**src/rtl/tcon_pkg.sv**
```systemverilog
// Shared types and helpers for the test-control multiplexer.
// State encoding, hold-counter width and a channel slice helper.
package tcon_pkg;

    localparam int CNT_W     = 4;
    localparam int MAX_BUS_W = 256;
    localparam int MAX_CH_W  = 32;

    typedef enum logic [1:0] {
        IDLE = 2'd0,
        ARM  = 2'd1,
        TEST = 2'd2
    } state_e;

    // Returns channel c (w bits wide) of a packed bus, right-aligned.
    function automatic logic [MAX_CH_W-1:0] ch_slice(input logic [MAX_BUS_W-1:0] bus,
                                                     input int c,
                                                     input int w);
        logic [MAX_BUS_W-1:0] sh;
        logic [MAX_BUS_W-1:0] msk;
        sh  = bus >> (c * w);
        msk = (MAX_BUS_W'(1) << w) - MAX_BUS_W'(1);
        sh  = sh & msk;
        return sh[MAX_CH_W-1:0];
    endfunction

endpackage

```
**src/rtl/tcon_sel_filter.sv**
```systemverilog
// Debounces the test-select request and tracks IDLE/ARM/TEST.
// Outputs are direct decodes of registered state; freeze holds state and counter.
module tcon_sel_filter
    import tcon_pkg::*;
#(
    parameter int HOLD = 2
) (
    input  logic   clk,
    input  logic   rst_n,
    input  logic   sel_i,
    input  logic   freeze,
    output state_e state,
    output logic   active
);

    state_e             state_q, state_d;
    logic [CNT_W-1:0]   cnt_q, cnt_d;

    always_comb begin
        state_d = state_q;
        cnt_d   = cnt_q;
        if (!freeze) begin
            case (state_q)
                IDLE: begin
                    if (sel_i) begin
                        if (HOLD == 1) begin
                            state_d = TEST;
                        end else begin
                            state_d = ARM;
                            cnt_d   = CNT_W'(1);
                        end
                    end
                end
                ARM: begin
                    // Any low sample aborts the debounce; the count restarts from IDLE.
                    if (!sel_i) begin
                        state_d = IDLE;
                        cnt_d   = '0;
                    end else if (cnt_q == CNT_W'(HOLD - 1)) begin
                        state_d = TEST;
                        cnt_d   = '0;
                    end else begin
                        cnt_d = cnt_q + CNT_W'(1);
                    end
                end
                TEST: begin
                    if (!sel_i) begin
                        state_d = IDLE;
                    end
                end
                default: begin
                    state_d = IDLE;
                    cnt_d   = '0;
                end
            endcase
        end
    end

    always_ff @(posedge clk) begin
        if (!rst_n) begin
            state_q <= IDLE;
            cnt_q   <= '0;
        end else begin
            state_q <= state_d;
            cnt_q   <= cnt_d;
        end
    end

    assign state  = state_q;
    assign active = (state_q == TEST);

endmodule

```
**src/rtl/tcon_mux_ctrl.sv**
```systemverilog
// Registered per-channel functional/test mux with a debounced test select.
// Optional scan chain through the mux_o registers when TCON_SCAN_EN is defined.
module tcon_mux_ctrl
    import tcon_pkg::*;
#(
    parameter int NCH  = 8,
    parameter int W    = 1,
    parameter int HOLD = 2
) (
    input  logic             clk,
    input  logic             rst_n,
    input  logic [NCH*W-1:0] func_i,
    input  logic [NCH*W-1:0] tst_i,
    input  logic             sel_i,
    input  logic             mask_valid_i,
    input  logic [NCH-1:0]   mask_i,
    output logic             mask_ready_o,
    output logic [NCH*W-1:0] mux_o,
    output logic [NCH*W-1:0] pass_o,
    output logic             active_o
`ifdef TCON_SCAN_EN
    ,
    input  logic             scan_en_i,
    input  logic             scan_si_i,
    output logic             scan_so_o
`endif
);

    localparam int BUS_W = NCH * W;

    state_e             state;
    logic               active;
    logic               shift;
    logic [NCH-1:0]     mask_q, mask_d;
    logic [BUS_W-1:0]   mux_q, mux_d;
    logic [BUS_W-1:0]   pass_q, pass_d;

`ifdef TCON_SCAN_EN
    logic scan_so_q, scan_so_d;
    assign shift     = scan_en_i;
    assign scan_so_o = scan_so_q;
`else
    assign shift = 1'b0;
`endif

    tcon_sel_filter #(.HOLD(HOLD)) u_sel_filter (
        .clk    (clk),
        .rst_n  (rst_n),
        .sel_i  (sel_i),
        .freeze (shift),
        .state  (state),
        .active (active)
    );

    assign active_o     = active;
    assign mask_ready_o = (state == IDLE) && !shift;

    always_comb begin
        mask_d = mask_q;
        pass_d = func_i;
        mux_d  = mux_q;
        if (mask_valid_i && mask_ready_o) begin
            mask_d = mask_i;
        end
        // Selection uses the registered state, so test data lags TEST entry by one edge.
        for (int c = 0; c < NCH; c++) begin
            mux_d[c*W +: W] = (state == TEST && mask_q[c])
                            ? W'(ch_slice(MAX_BUS_W'(tst_i),  c, W))
                            : W'(ch_slice(MAX_BUS_W'(func_i), c, W));
        end
`ifdef TCON_SCAN_EN
        scan_so_d = mux_q[BUS_W-1];
        if (scan_en_i) begin
            mux_d  = BUS_W'({mux_q, scan_si_i});
            pass_d = pass_q;
        end
`endif
    end

    always_ff @(posedge clk) begin
        if (!rst_n) begin
            mask_q <= '1;
            mux_q  <= '0;
            pass_q <= '0;
        end else begin
            mask_q <= mask_d;
            mux_q  <= mux_d;
            pass_q <= pass_d;
        end
    end

`ifdef TCON_SCAN_EN
    always_ff @(posedge clk) begin
        if (!rst_n) begin
            scan_so_q <= 1'b0;
        end else begin
            scan_so_q <= scan_so_d;
        end
    end
`endif

    assign mux_o  = mux_q;
    assign pass_o = pass_q;

endmodule

```
**config.mk**
```make
export PLATFORM = sky130hd
export DESIGN_NAME = tcon_mux_ctrl
export DESIGN_NICKNAME = d
export VERILOG_FILES = /design/src/rtl/tcon_pkg.sv /design/src/rtl/tcon_sel_filter.sv /design/src/rtl/tcon_mux_ctrl.sv
export SDC_FILE = /design/constraint.sdc
export NUM_CORES = 1
export LEC_CHECK = 0
export BUFFER_PORTS_ARGS = -buffer_cell sky130_fd_sc_hd__buf_4
export CORE_MARGIN = 5
export CORE_UTILIZATION = 42
export DETAILED_ROUTE_END_ITERATION = 6
export GPL_TIMING_DRIVEN = 0
export PLACE_DENSITY_LB_ADDON = 0.08
export SLEW_MARGIN = 20
export SYNTH_ARGS = -nofsm -noshare
export SYNTH_HDL_FRONTEND = slang
export SYNTH_SLANG_ARGS = --single-unit
```
**constraint.sdc**
```tcl
create_clock -name clk -period 1.3 [get_ports clk]
set_input_delay 0.26 -clock clk [delete_from_list [all_inputs] [get_ports clk]]
set_output_delay 0.26 -clock clk [all_outputs]
set_load 0.05 [all_outputs]
```
==> run metrics <==
most common cell after layout, fill and taps aside buf_4; Tmin final 1347 ps; failing checks negative setup slack; Worst path most repeated cell buf_8; Pleak 0.8015 nW; R2R Path Start u_sel_filter.cnt_q[1]; Crit path max-delay family flip-flops; placed cells 198; RR Endpoint u_sel_filter.cnt_q[3]; Yosys cell types 28; maximum VDD drop 1272 uV; status complete, but fails checks; slowest cell on the critical path dfxtp_4; Detailed Route WL 3100 um; synthesized instance count 122; FMAX 0.7426 GHz; required time of the worst setup path 1040 ps; GRT Util Overall 0.1609; # port buffers 45; Worst Hold Class in -> reg; r2r worst-path depth 5; number of global-route vias before repair 1110; Mapped Nets 152; crit share post-route 1.036; most frequent cells in the layout buf_4 (48), dfxtp_1 (26), nand2_1 (10), a21oi_1 (10); Cell Chain, Critical Path buf_8, nor2_4, buf_8; Routed Antenna Nets 0; pins over their slew limit 0; clock skew 12.21 ps; die height 62.89 um; CTS Hold Bufs 0; H-tree depth 2; hold slack 132.1 ps; Area Growth Syn to Fin 49.31%; clock buffer depth 2; RSZ-0062 raised after global routing true; Max Cap Viol 0; CTS tree yes; DP Worst Slack -57.47 ps; flops & latches, synth 30; setup tns final -81.42 ps; nets@finish 209; crit end category output pin; DRT iter0 DRCs 20; Horiz. Die Dim 62.89 um; Final Hold Fails 0; CP Class reg -> out; initial antenna violation count 0; Post-Syn Area 0.001175 mm2; CTS buffer count 5; clk slew on worst S/H paths 90 ps; worst path bufs/invs 2; sequential element share of the synthesized area 0.5112; largest net degree at the start of global routing 11; Sink Count 30; PwrDens 1220 mW/mm2; First-pass DRT Iterations 4; Setup crit start u_sel_filter.state[0]; Critical Path AT 1090 ps; Worst-Margin Slew 512.4 ps; Row Count 19; Boundary Pins 46; Core ar. 0.002710 mm2; # diodes 0; worst hold start func_i[6]; # fillers 231; R2R setup slack 50 ps; final setup violation count 2; dpl hpwl 2096 um; layout cells sized above 1 0.4302; WL/cell 14.76 um; Vias 1119; GPL Wtd Cong 0.8522; CTS root buf clkbuf_4; synthesis warning total 0; Clk Latency, worst-skew pair 330 ps; startpoint types flip-flop; hold worst-path end pass_o[6]; fin worst setup slack -46.64 ps; die area 0.003955 mm2; Post-route DRC 0; first-pass GRT wire length 4933 um; Slew headroom 0.6584; Synth Area per Inst 9.630 um2; CP max stage delay 370 ps; Layout Cells excl Fill 210; remaining global-route overflow 0; critical-path maximum fanout 10; Hold Crit Depth 2; utilization after layout 0.6473; drt via density 5.329; Starting Density 0.4335
-- stage by stage --
stage | power, mW | area [um2]
finish | 2.139 | 1754
global route | 2.226 | 1754
CTS | 2.141 | 1708
detailed placement | 1.374 | 1554
global placement | 1.368 | 1554
floorplan | 1.230 | 1177
-- metal layers --
layer  global-route usage  share of wire  wire [um]
met5                    0              0          0
met4              0.09019          0.033        101
met3              0.06475          0.084        261
met2               0.2718           0.49       1509
met1               0.1667           0.40       1228
-- cell type report --
cell class	count	area (um2)	share of cell area
Inverter	11	53.80	0.03067
Timing Repair Buffer	51	406.6	0.2318
Multi-Input combinational cell	76	526.8	0.3003
Sequential cell	30	613.1	0.3495
Clock buffer	6	51.30	0.02924
Tap cell	31	38.79	0.02211
Buffer	4	33.78	0.01926
Clock inverter	1	30.03	0.01712
-- worst register-to-register path, delay by kind of cell (launching register included) --
| kind | cells | cell delay [ps] |
|---|---|---|
| AND/OR/NAND/NOR | 2 | 350 |
| flip-flops | 1 | 340 |
| AO/OA/AOI/OAI | 1 | 280 |
| adder cells (fa/ha/maj) | 1 | 120 |
| buffers and inverters | 1 | 70 |
-- state kept, by name, summed over array words and instances (netlist names) --
signal,cells
u_sel_filter.state,2
pass_o,8
mask_q,8
mux_o,8
u_sel_filter.cnt_q,4
-- worst max path at each step --
stage / end / slack, ps / depth (start not counted)
final: mask_ready_o / -50 / 3
after global routing: mask_ready_o / -90 / 3
after CTS: active_o / -100 / 4
after detailed placement: u_sel_filter.cnt_q[3] / -60 / 4
after floorplan: u_sel_filter.cnt_q[3] / 70 / 4
after global placement: u_sel_filter.cnt_q[3] / -20 / 4
-- synthesized netlist by cell type (all sizes together) --
| library cell | count | area (um2) |
|---|---|---|
| a21oi | 10 | 50.05 |
| a31o | 1 | 8.760 |
| and2 | 8 | 50.05 |
| and4 | 1 | 11.26 |
| buf | 3 | 27.52 |
| clkbuf | 2 | 7.510 |
| clkinv | 1 | 8.760 |
| dfxtp | 30 | 600.6 |
| ha | 2 | 25.02 |
| inv | 10 | 37.54 |
| nand2 | 10 | 37.54 |
| nand2b | 1 | 6.260 |
| nand3 | 9 | 45.04 |
| nand3b | 3 | 22.52 |
| nand4bb | 1 | 11.26 |
| nor2 | 1 | 3.750 |
| nor2b | 1 | 8.760 |
| nor3 | 3 | 15.01 |
| nor3b | 3 | 45.05 |
| nor4 | 1 | 6.260 |
| o211a | 1 | 10.01 |
| o211ai | 8 | 70.06 |
| o21a | 1 | 7.510 |
| o21ai | 10 | 50.05 |
| o31a | 1 | 8.760 |
-- cell families (layout without fill, tap and decap cells) --
| family | Yosys count | count (layout) | share of synthesized area |
|---|---|---|---|
| simple gates | 42 | 42 | 0.2236 |
| compound gates | 32 | 32 | 0.1747 |
| buf+inv | 16 | 73 | 0.06922 |
| flops | 30 | 30 | 0.5112 |
| fa+ha+maj | 2 | 2 | 0.02130 |
-- power breakdown --
group | leakage [nW] | switching (mW) | internal [mW] | total (mW)
clock network | 0.0443 | 0.310 | 0.448 | 0.758
registers | 0.251 | 0.0276 | 0.969 | 0.997
logic | 0.506 | 0.217 | 0.167 | 0.384
total | 0.802 | 0.555 | 1.58 | 2.14
-- timing repair --
action	4_1_cts	5_1_grt
pin swaps	0	5
setup buffers	4	3
cloned	0	0
setup endpoints to repair	3	15
resized for setup	11	13
(Power assumes the default switching activity.)
